File: src/rtl/arith_seq_multiplier.sv
// Iterative radix-2 shift-add multiplier for MULT/MULTU, 2*WIDTH-bit product split into hi/lo.
// Latency: done pulses WIDTH+2 cycles after start is accepted; one multiply per WIDTH+3 cycles.
// Backpressure: busy is high while an operation runs; start is accepted only in IDLE, never queued.
module arith_seq_multiplier #(
  parameter int WIDTH = 32
) (
  input  logic             clock,
  input  logic             reset_n,
  input  logic             start,
  input  logic             signed_op,
  input  logic             cancel,
  input  logic [WIDTH-1:0] data1,
  input  logic [WIDTH-1:0] data2,
  output logic             busy,
  output logic             done,
  output logic [WIDTH-1:0] hi,
  output logic [WIDTH-1:0] lo,
  output logic             zero,
  output logic             sign
);

  localparam int CW = (WIDTH > 1) ? $clog2(WIDTH) : 1;

  typedef enum logic [1:0] {
    S_IDLE = 2'd0,
    S_RUN  = 2'd1,
    S_FIX  = 2'd2,
    S_DONE = 2'd3
  } state_t;

  state_t             r_state;
  logic [CW-1:0]      r_cnt;
  logic [WIDTH-1:0]   r_mcand;   // multiplicand magnitude
  logic [2*WIDTH-1:0] r_work;    // {partial high word, remaining multiplier bits / low product}
  logic               r_neg;     // final product must be negated
  logic               r_busy;
  logic               r_done;
  logic [WIDTH-1:0]   r_hi;
  logic [WIDTH-1:0]   r_lo;
  logic               r_zero;
  logic               r_sign;

  logic [WIDTH-1:0]   w_mag1;
  logic [WIDTH-1:0]   w_mag2;
  logic               w_neg;
  logic [WIDTH:0]     w_sum;
  logic [2*WIDTH-1:0] w_step;
  logic [2*WIDTH-1:0] w_work_neg;
  logic               w_last;

  // Operand magnitudes: the most-negative value maps to 2^(WIDTH-1), which still fits unsigned.
  always_comb begin
    w_mag1 = (signed_op && data1[WIDTH-1]) ? (~data1 + {{(WIDTH-1){1'b0}}, 1'b1}) : data1;
    w_mag2 = (signed_op && data2[WIDTH-1]) ? (~data2 + {{(WIDTH-1){1'b0}}, 1'b1}) : data2;
    w_neg  = signed_op & (data1[WIDTH-1] ^ data2[WIDTH-1]);
  end

  // One shift-add iteration: conditional WIDTH+1-bit add, then shift right with carry into the MSB.
  always_comb begin
    w_sum  = {1'b0, r_mcand} + {1'b0, r_work[2*WIDTH-1:WIDTH]};
    w_step = r_work[0] ? {w_sum, r_work[WIDTH-1:1]} : {1'b0, r_work[2*WIDTH-1:1]};
    w_work_neg = ~r_work + {{(2*WIDTH-1){1'b0}}, 1'b1};
    w_last = (r_cnt == CW'(WIDTH - 1));
  end

  // Control FSM with registered status and result outputs.
  always_ff @(posedge clock) begin
    if (!reset_n) begin
      r_state <= S_IDLE;
      r_cnt   <= '0;
      r_mcand <= '0;
      r_work  <= '0;
      r_neg   <= 1'b0;
      r_busy  <= 1'b0;
      r_done  <= 1'b0;
      r_hi    <= '0;
      r_lo    <= '0;
      r_zero  <= 1'b1;
      r_sign  <= 1'b0;
    end else begin
      r_done <= 1'b0;
      case (r_state)
        S_IDLE: begin
          // A start coinciding with a flush is dropped.
          if (start && !cancel) begin
            r_mcand <= w_mag1;
            r_work  <= {{WIDTH{1'b0}}, w_mag2};
            r_neg   <= w_neg;
            r_cnt   <= '0;
            r_busy  <= 1'b1;
            r_state <= S_RUN;
          end
        end
        S_RUN: begin
          if (cancel) begin
            r_busy  <= 1'b0;
            r_state <= S_IDLE;
          end else begin
            r_work <= w_step;
            r_cnt  <= r_cnt + CW'(1);
            if (w_last) begin
              r_state <= S_FIX;
            end
          end
        end
        S_FIX: begin
          r_busy <= 1'b0;
          if (cancel) begin
            r_state <= S_IDLE;
          end else begin
            if (r_neg) begin
              r_work <= w_work_neg;
            end
            r_state <= S_DONE;
          end
        end
        S_DONE: begin
          // Commit point: the only place the architectural result changes outside reset.
          r_hi    <= r_work[2*WIDTH-1:WIDTH];
          r_lo    <= r_work[WIDTH-1:0];
          r_zero  <= ~|r_work;
          r_sign  <= r_work[2*WIDTH-1];
          r_done  <= 1'b1;
          r_state <= S_IDLE;
        end
        default: begin
          r_busy  <= 1'b0;
          r_state <= S_IDLE;
        end
      endcase
    end
  end

  assign busy = r_busy;
  assign done = r_done;
  assign hi   = r_hi;
  assign lo   = r_lo;
  assign zero = r_zero;
  assign sign = r_sign;

endmodule

File: config.mk
export PLATFORM = sky130hd
export DESIGN_NAME = arith_seq_multiplier
export DESIGN_NICKNAME = d
export VERILOG_FILES = /design/src/rtl/arith_seq_multiplier.sv
export SDC_FILE = /design/constraint.sdc
export NUM_CORES = 1
export LEC_CHECK = 0
export CAP_MARGIN = 20
export CORE_UTILIZATION = 52
export DETAILED_ROUTE_END_ITERATION = 10
export PLACE_DENSITY = 0.82
export SLEW_MARGIN = 20
export SYNTH_ARGS = -nofsm -noshare
export SYNTH_HDL_FRONTEND = slang
export SYNTH_SLANG_ARGS = --single-unit
File: constraint.sdc
create_clock -name clock -period 3.4 [get_ports clock]
set_clock_uncertainty 0.2 [all_clocks]
set_input_delay 0.51 -clock clock [delete_from_list [all_inputs] [get_ports clock]]
set_output_delay 0.51 -clock clock [all_outputs]
set_load 0.05 [all_outputs]
==> metrics.cfg, run 1 <==
[placement]
portBuffers=136
dp_hpwl_um=25630
gp_congestion=0.9657

[floorplan]
io-pin-count=137
core_mm2=0.02115
die_w_um=149.5
die_h_um=149.5
die_area_mm2=0.02236
start_util=0.5351
rows=53

[final_layout]
seqCellArea_mm2=0.003425
mostFrequentLayoutCell=nor2_1
multiInputGateArea_mm2=0.007468
fin_util=0.6673
layout_common_cells=197 x nor2_1, 170 x dfxtp_1, 147 x nand2_1, 136 x clkdlybuf4s50_1, 115 x a21oi_1
antenna_cells=0
layout-drive-gt1-share=0.1061
fillers=1835
finalNetCount=1748
area_growth_pct=24.70

[status]
status=complete, but fails checks
violations=negative setup slack

[sta]
timing.final.ws_setup_ns=-0.04311
finalSetupViolations=2
drv_slew=0
finalHoldViolCount=0
min_period_over_period=1.013
maxClockFrequency_mhz=290.4
min_period_ns=3.443
grt_setup_unrepaired=true
fin_worst_hold_slack_ns=0.2649
slew_headroom=0.4100
worst_pin_slew_ns=0.8850

[synth]
ys_seq_elements=171
yosysWarningCount=0
synth_nets=1588
async_flop_share=0
synth_top_area_frac=0.3024
synth_cells=1476
yosysUniqueCellTypes=74
avgSynthCellArea_um2=7.669
syn_area_mm2=0.01132
synth_top_cell_by_area=dfxtp_1
seq_area_frac_synth=0.3024
synth_ff_type=dfxtp_1
synth_edf_count=0
synth_top_cells_by_area=dfxtp_1 30%, nor2_1 6.6%, mux2i_1 6.2%

[pwr]
finalPower_mw=5.831
p_sw_mw=1.936
p_per_area_mw_per_mm2=413.1
pwr-share-seq=0.380
pwr-share-clk=0.346
p_int_mw=3.896
p_sw_frac=0.3319
comb_power_share=0.275
p_leak_nw=5.272
ir_worst_vdd_mv=0.2902

[critical_path]
path_max_fanout=8
arrival_ns=3.59
start_kind=register
cp.required_ns=3.55
critical_path_class=register to register
crit_path_end_kind=register

[routing]
ant_nets=0
drtPass1Iterations=7
wl_per_cell_um=18.55
wl_um=35690
vias=11961
drtIter0Drc=1072
viasPerCell=6.217
drc=0

[global_route]
grt_pass1_vias=11142
use_met3=0.05854
track_usage=0.3165
overflow=0
grt_pass1_wl_um=56360
top_usage_layer=met2
grt_max_degree=62
grt_util_met2=0.5049
met1_usage=0.4138
antenna_found_initial=0

[clocking]
insertion_delay_ns=0.44
htree_levels=4
hold_buffers=0
cts_tree=done
cts_num_sinks=171
cts_root_buf=clkbuf_16
clock_path_buffers=2
path_clk_slew_ns=0.07
cts_buffers=17

[job]
cap_viol_max_count=0

[worst_hold_path]
holdCritPathClass=register to register

## registers in the layout (all words and copies together), names as in the netlist
register / count
done: 1
r_mcand: 32
r_neg: 1
r_cnt: 5
hi: 32
busy: 1
r_state: 2
zero: 1
r_work: 64
lo: 32
## through the flow
stage | TNS, ns | cell area, µm² | instances | worst slack, ns
2_1_floorplan | -0.05974 | 11320 | 1476 | -0.05974
3_3_place_gp | -0.3518 | 13450 | 1891 | -0.1303
3_5_place_dp | -0.7081 | 13450 | 1891 | -0.1733
4_1_cts | -0.01997 | 14050 | 1923 | -0.01997
5_1_grt | -0.3348 | 14120 | 1924 | -0.1080
6_report | -0.04770 | 14120 | 1924 | -0.04311
## per-layer routing
| metal | wire, µm | vias up |
|---|---|---|
| met1 | 15360 | 5516 |
| li1 | - | 5709 |
| met2 | 16000 | 626 |
| met4 | 1178 | 0 |
| met5 | 0 | - |
| met3 | 3154 | 110 |
## cells by family after synthesis
kind of cell	count (synthesis)	share of synthesized area
multiplexers	78	0.06986
flip-flops	171	0.3024
XOR/XNOR	98	0.07583
AO/OA/AOI/OAI	406	0.2347
adder cells (fa/ha/maj)	43	0.04819
buffers and inverters	131	0.04466
AND/OR/NAND/NOR	549	0.2244
## repair_timing
item,in CTS,in global routing
pin swaps,1,3
endpoints found under the setup margin,7,13
buffers inserted,0,1
resized for setup,2,13
## cell type report
cell class | instances | share of cell area
sequential | 171 | 0.2426
clock buffer | 20 | 0.03306
multi-input combinational | 1174 | 0.5291
inverter | 32 | 0.008686
timing repair buffer | 240 | 0.1526
clock inverter | 12 | 0.009573
tap | 275 | 0.02438
## worst paths after layout
| kind | endpoint | cells after the start | from | slack, ns |
|---|---|---|---|---|
| setup / recovery | r_work[59] | 8 | r_work[20] | -0.04 |
| hold / removal | r_neg | 2 | r_neg | 0.26 |
| setup reg to reg | r_work[59] | 8 | r_work[20] | -0.04 |
| hold reg to reg | r_neg | 2 | r_neg | 0.26 |
## critical path, cell delays in order (launching register included)
cell	delay, ns
dfxtp_2	0.32
or3_4	0.38
or4_4	0.50
or4_4	0.47
or4_4	0.45
or2_4	0.29
o32a_1	0.37
and3_4	0.19
a221oi_2	0.20
## Yosys cell counts (all sizes together), types with 9 or more instances
master and count:
nor2 198, dfxtp 171, nand2 147, a21oi 117, clkbuf 86, o21ai 78
mux2i 70, xnor2 50, xor2 48, nor3 44, ha 42, a211oi 41
nand3 33, inv 30, a221oi 25, nor4 24, or3 22, a21o 21
nand4 18, or4 14, a31oi 13, buf 13, and2 12, o22ai 12
o31ai 12, o211ai 11, and3 9, nand2b 9
## power by group through the flow
stage | combinational, mW | clock (mW) | sequential [mW]
2_1_floorplan | 0.954 | 0 | 2.24
3_3_place_gp | 1.50 | 0 | 2.25
3_5_place_dp | 1.52 | 0 | 2.25
4_1_cts | 1.54 | 2.02 | 2.21
5_1_grt | 1.73 | 2.10 | 2.22
6_report | 1.60 | 2.02 | 2.21
Power figures use the tool's default switching activity.
==> run 2, diff against run 1 <==
--- a/config.mk
+++ b/config.mk
@@ -6,9 +6,11 @@
 export NUM_CORES = 1
 export LEC_CHECK = 0
 export CAP_MARGIN = 20
-export CORE_UTILIZATION = 52
+export CORE_UTILIZATION = 59
 export DETAILED_ROUTE_END_ITERATION = 10
+export DONT_BUFFER_PORTS = 1
 export PLACE_DENSITY = 0.82
+export SETUP_SLACK_MARGIN = 0.5
 export SLEW_MARGIN = 20
 export SYNTH_ARGS = -nofsm -noshare
 export SYNTH_HDL_FRONTEND = slang
==> metrics.cfg, run 2 (synthesized netlist as in run 1, its figures left out) <==
[status]
status=complete, but fails checks
violations=negative setup slack

[pwr]
comb_power_share=0.269
p_sw_mw=1.955
p_per_area_mw_per_mm2=441.0
ir_worst_vdd_mv=0.3815
finalPower_mw=5.761
pwr-share-clk=0.342
pwr-share-seq=0.389
p_sw_frac=0.3393
p_leak_nw=4.811
p_int_mw=3.807

[final_layout]
finalNetCount=1613
largest_reg_flops=64
antenna_cells=0
mostFrequentLayoutCell=nor2_1
area_growth_pct=15.42
layout_common_cells=192 x nor2_1, 165 x dfxtp_1, 144 x nand2_1, 110 x a21oi_1, 92 x buf_4
fillers=1424
top_register=r_work
layout-drive-gt1-share=0.1506

[clocking]
cts_root_buf=clkbuf_16
insertion_delay_ns=0.45
cts_num_sinks=171
cts_buffers=17
path_clk_slew_ns=0.07
htree_levels=4
clock_path_buffers=2
cts_tree=done

[critical_path]
crit_chain=nor4_1 -> nor3b_2 -> nand4_1 -> or4_4 -> or2_4 -> nor4_4 -> a21oi_1 -> o22ai_1 -> a2bb2oi_1
path_max_fanout=8
reg2reg_from=r_work[35]
start_kind=register
worst_path_max_delay_cell=nor4_1
cpPeakStageDelay_ns=0.71
critical_path_class=register to register
crit_path_end_kind=register
critPathLaunch=r_work[35]
arrival_ns=3.84
cp.required_ns=3.57

[routing]
highest_layer=met4
viasPerCell=6.900
routed-wl-met3_um=4143
drtIter0Drc=1604
vias=12062
ant_nets=0
wl_um=36010
wl_met2_um=15700
drc=0
wl_per_cell_um=20.60
wl_met1_um=13890
drtPass1Iterations=8

[placement]
dp_hpwl_um=23660
portBuffers=0
gp_congestion=0.9555

[global_route]
grt_pass1_vias=11032
grt_max_degree=66
overflow=0
grt_pass1_wl_um=54880
track_usage=0.3446
antenna_found_initial=0

[sta]
setup_tns_ns=-1.884
timing.final.ws_setup_ns=-0.2665
finalSetupViolations=14
finalHoldViolCount=0
drv_slew=0
min_period_ns=3.667
grt_setup_unrepaired=true
slew_headroom=0.2564
maxClockFrequency_mhz=272.7
min_period_over_period=1.078
worst_pin_slew_ns=1.115

[floorplan]
rows=50
core_mm2=0.01877
start_util=0.6031
die_h_um=140.5
die_area_mm2=0.01974
io-pin-count=137
die_w_um=140.5

[job]
cap_viol_max_count=0

[worst_hold_path]
holdCritStartpoint=reset_n
holdCritPathClass=input port to register

## run 2: cell count changes in the layout (fill, tap and decap cells not counted), sizes merged
cell           change
dlygate4sd3        +1
clkdlybuf4s50    -136
clkinv             -2
buf                -1
clkinvlp           +4
or2                +1
clkbuf             -2
## run 2: per-layer routing
| layer | up-vias | GRT usage |
|---|---|---|
| met5 | - | 0 |
| met4 | 0 | 0.1831 |
| met3 | 243 | 0.08308 |
| met2 | 837 | 0.5413 |
| met1 | 5532 | 0.4377 |
| li1 | 5450 | - |
## run 2: area by class of cell
type,instances,area [µm²],share of cell area
clock buffers,18,439.2,0.03361
clock inverters,14,143.9,0.01101
well taps,234,292.8,0.02241
flip-flops and latches,171,3438,0.2632
multi-input cells,1175,7804,0.5973
repair buffers,104,824.5,0.06311
inverters,32,122.6,0.009385
## run 2: what timing repair did
item                       in CTS  in global routing
resized for setup              50                 58
buffers inserted               17                  8
pin swaps                      27                 36
hold buffers                    1                  0
hold endpoints to repair        5                  0
setup endpoints to repair      28                 39
cloned                          1                  0
## run 2: critical path, delay by kind of cell (launching register included)
kind             cells  cell delay [ns]
AO/OA/AOI/OAI        3             0.47
flip-flops           1             0.39
AND/OR/NAND/NOR      6             2.51
## run 2: path summary, 6_finish.rpt
path | end | slack (ns) | cells past startpoint
worst max register to register | r_work[61] | -0.27 | 9
worst max-delay path | r_work[61] | -0.27 | 9
worst min-delay path | r_work[43] | 0.01 | 2
worst min register to register | r_mcand[17] | 0.26 | 2
## run 2: stage by stage
| stage | hold slack (ns) | area [µm²] | setup slack (ns) | util | std cells |
|---|---|---|---|---|---|
| detailed placement | 0.2539 | 11850 | -0.1351 | 0.6316 | 1689 |
| global placement | 0.2421 | 11850 | -0.08720 | 0.6316 | 1689 |
| global route | 0.004541 | 13070 | -0.2701 | 0.6961 | 1748 |
| CTS | 0.005886 | 12770 | 0.01718 | 0.6802 | 1740 |
| floorplan | 0.2324 | 11350 | -0.04517 | - | 1476 |
| finish | 0.01111 | 13070 | -0.2665 | 0.6961 | 1748 |
## run 2: power by group through the flow
stage / Sequential (mW) / Combinational (mW) / Clock [mW]
floorplan: 2.24 / 0.958 / 0
global placement: 2.26 / 1.32 / 0
detailed placement: 2.27 / 1.35 / 0
CTS: 2.23 / 1.41 / 1.97
global route: 2.25 / 1.67 / 2.07
finish: 2.24 / 1.55 / 1.97
==> run 3, diff against run 2 <==
==> constraint.sdc (replaced) <==
create_clock -name clock -period 3.3 [get_ports clock]
set_clock_uncertainty 0.2 [all_clocks]
set_input_delay 0.495 -clock clock [delete_from_list [all_inputs] [get_ports clock]]
set_output_delay 0.495 -clock clock [all_outputs]
set_load 0.05 [all_outputs]
==> metrics.cfg, run 3 (synthesized netlist as in run 1, its figures left out) <==
[clocking]
htree_levels=4
cts_buffers=17
cts_num_sinks=171
clock_path_buffers=2
cts_root_buf=clkbuf_16
path_clk_slew_ns=0.07
cts_tree=done
insertion_delay_ns=0.45

[sta]
min_period_over_period=1.138
fin_worst_hold_slack_ns=0.004588
grt_setup_unrepaired=true
finalSetupViolations=9
slew_headroom=0.3484
timing.final.ws_setup_ns=-0.4544
drv_slew=0
maxClockFrequency_mhz=266.4
worst_pin_slew_ns=0.9760
min_period_ns=3.754
setup_tns_ns=-0.8784
finalHoldViolCount=0

[floorplan]
rows=50
die_h_um=140.5
die_area_mm2=0.01974
core_mm2=0.01877
die_w_um=140.5
start_util=0.6031
io-pin-count=137

[final_layout]
fillers=1449
finalNonFillerCells=1765
layout_common_cells=191 x nor2_1, 164 x dfxtp_1, 143 x nand2_1, 112 x a21oi_1, 108 x buf_4
antenna_cells=0
fin_util=0.7011
largest_reg_flops=64
mostFrequentLayoutCell=nor2_1
finalNetCount=1630
final_area_mm2=0.01316
area_growth_pct=16.24
top_register=r_work
layout-drive-gt1-share=0.1548

[placement]
dpl_cell_area_mm2=0.01199
dp_hpwl_um=23980
dp.cells=1706
gp_congestion=0.9631
dpl_worst_slack_ns=-0.1973
portBuffers=0

[pwr]
ir_worst_vdd_mv=0.3930
finalPower_mw=5.993
p_leak_nw=4.897
p_int_mw=3.883
comb_power_share=0.278
p_per_area_mw_per_mm2=455.5
pwr-share-clk=0.339
p_sw_frac=0.3521
p_sw_mw=2.110
pwr-share-seq=0.383

[critical_path]
crit_end=r_work[49]
critical_path_class=register to register
cpPeakStageDelay_ns=0.49
reg2reg_from=r_work[20]
crit_cells=12
start_kind=register
critPathLaunch=r_work[20]
path_max_fanout=4
crit_chain=or3_4 -> or4_4 -> or4_4 -> or4_4 -> buf_4 -> buf_6 -> nor2_4 -> buf_4 -> nand3_2 -> o21ai_1 -> nand2_1 -> a31oi_1
crit_path_end_kind=register
rrSetupSlack_ns=-0.45
arrival_ns=3.85
cp_top_family=simple AND/OR/NAND/NOR gates
crit_top_cell=or4_4
worst-path-buf-inv=3
worst_path_max_delay_cell=or4_4
r2r-end=r_work[49]
ff2ff_path_depth=12
cp.required_ns=3.40

[global_route]
grt_pass1_wl_um=56260
grt_max_degree=86
track_usage=0.3558
grt_pass1_vias=11031
antenna_found_initial=0
overflow=0

[routing]
drtIter0Drc=1566
wl_per_cell_um=20.61
ant_nets=0
drc=0
vias=12023
wl_um=36370
viasPerCell=6.812
drtPass1Iterations=7

[status]
violations=negative setup slack
status=complete, but fails checks

[job]
cap_viol_max_count=0

[worst_hold_path]
holdCritPathClass=input port to register

[run 3: cell count changes in the layout (fill, tap and decap cells not counted), moves of 2 or more]
cell      before  now
dfxtp_2        3    5
nor2_4         5    3
buf_4         92  108
nor2_2         1    4
nor3_1        35   37
o311ai_0       2    4
inv_8          0    4
a21oi_1      110  112
o311ai_1       3    1
clkinv_2       4    1
a21oi_2        7    5
nor3_2         5    3
[run 3: worst min path at each step]
stage            start         end  slack (ns)  cells after the start
6_report       reset_n  r_work[26]       0.005                      2
3_5_place_dp     r_neg       r_neg        0.25                      2
2_1_floorplan    r_neg       r_neg        0.23                      2
4_1_cts        reset_n  r_work[37]       0.001                      2
3_3_place_gp     r_neg       r_neg        0.24                      2
5_1_grt        reset_n  r_work[26]     -0.0009                      2
[run 3: layer usage]
metal | share of wire | vias to the layer above | GRT usage | routed length [µm]
li1 | - | 5499 | - | -
met1 | 0.40 | 5560 | 0.4587 | 14410
met2 | 0.44 | 784 | 0.5500 | 15960
met3 | 0.12 | 180 | 0.09880 | 4331
met4 | 0.046 | 0 | 0.1688 | 1672
met5 | 0 | - | 0 | 0
[run 3: worst reg2reg max path, stage by stage, from the launching register on]
cell and delay (ns):
dfxtp_2 0.32, or3_4 0.38, or4_4 0.49, or4_4 0.45, or4_4 0.44, buf_4 0.16, buf_6 0.13, nor2_4 0.13
buf_4 0.13, nand3_2 0.09, o21ai_1 0.18, nand2_1 0.11, a31oi_1 0.38
[run 3: power by group through the flow]
stage          registers (mW)  clock network [mW]  logic [mW]
6_report                 2.30                2.03        1.67
5_1_grt                  2.30                2.12        1.78
4_1_cts                  2.28                2.01        1.53
2_1_floorplan            2.31                   0       0.988
3_5_place_dp             2.33                   0        1.44
3_3_place_gp             2.32                   0        1.41
[run 3: layout make-up]
cell class | count | area (µm²) | share of cell area
clock buffer | 17 | 425.4 | 0.03233
clock inverter | 15 | 153.9 | 0.01170
inverter | 32 | 122.6 | 0.009319
multi-input combinational | 1174 | 7751 | 0.5891
sequential | 171 | 3437 | 0.2612
tap | 234 | 292.8 | 0.02225
timing repair buffer | 122 | 974.7 | 0.07408
[run 3: what timing repair did]
item | CTS | global route
setup buffers | 16 | 9
resized for setup | 61 | 34
pin swaps | 28 | 27
endpoints found under the setup margin | 34 | 52
hold buffers | 1 | 1
endpoints found under the hold margin | 7 | 2
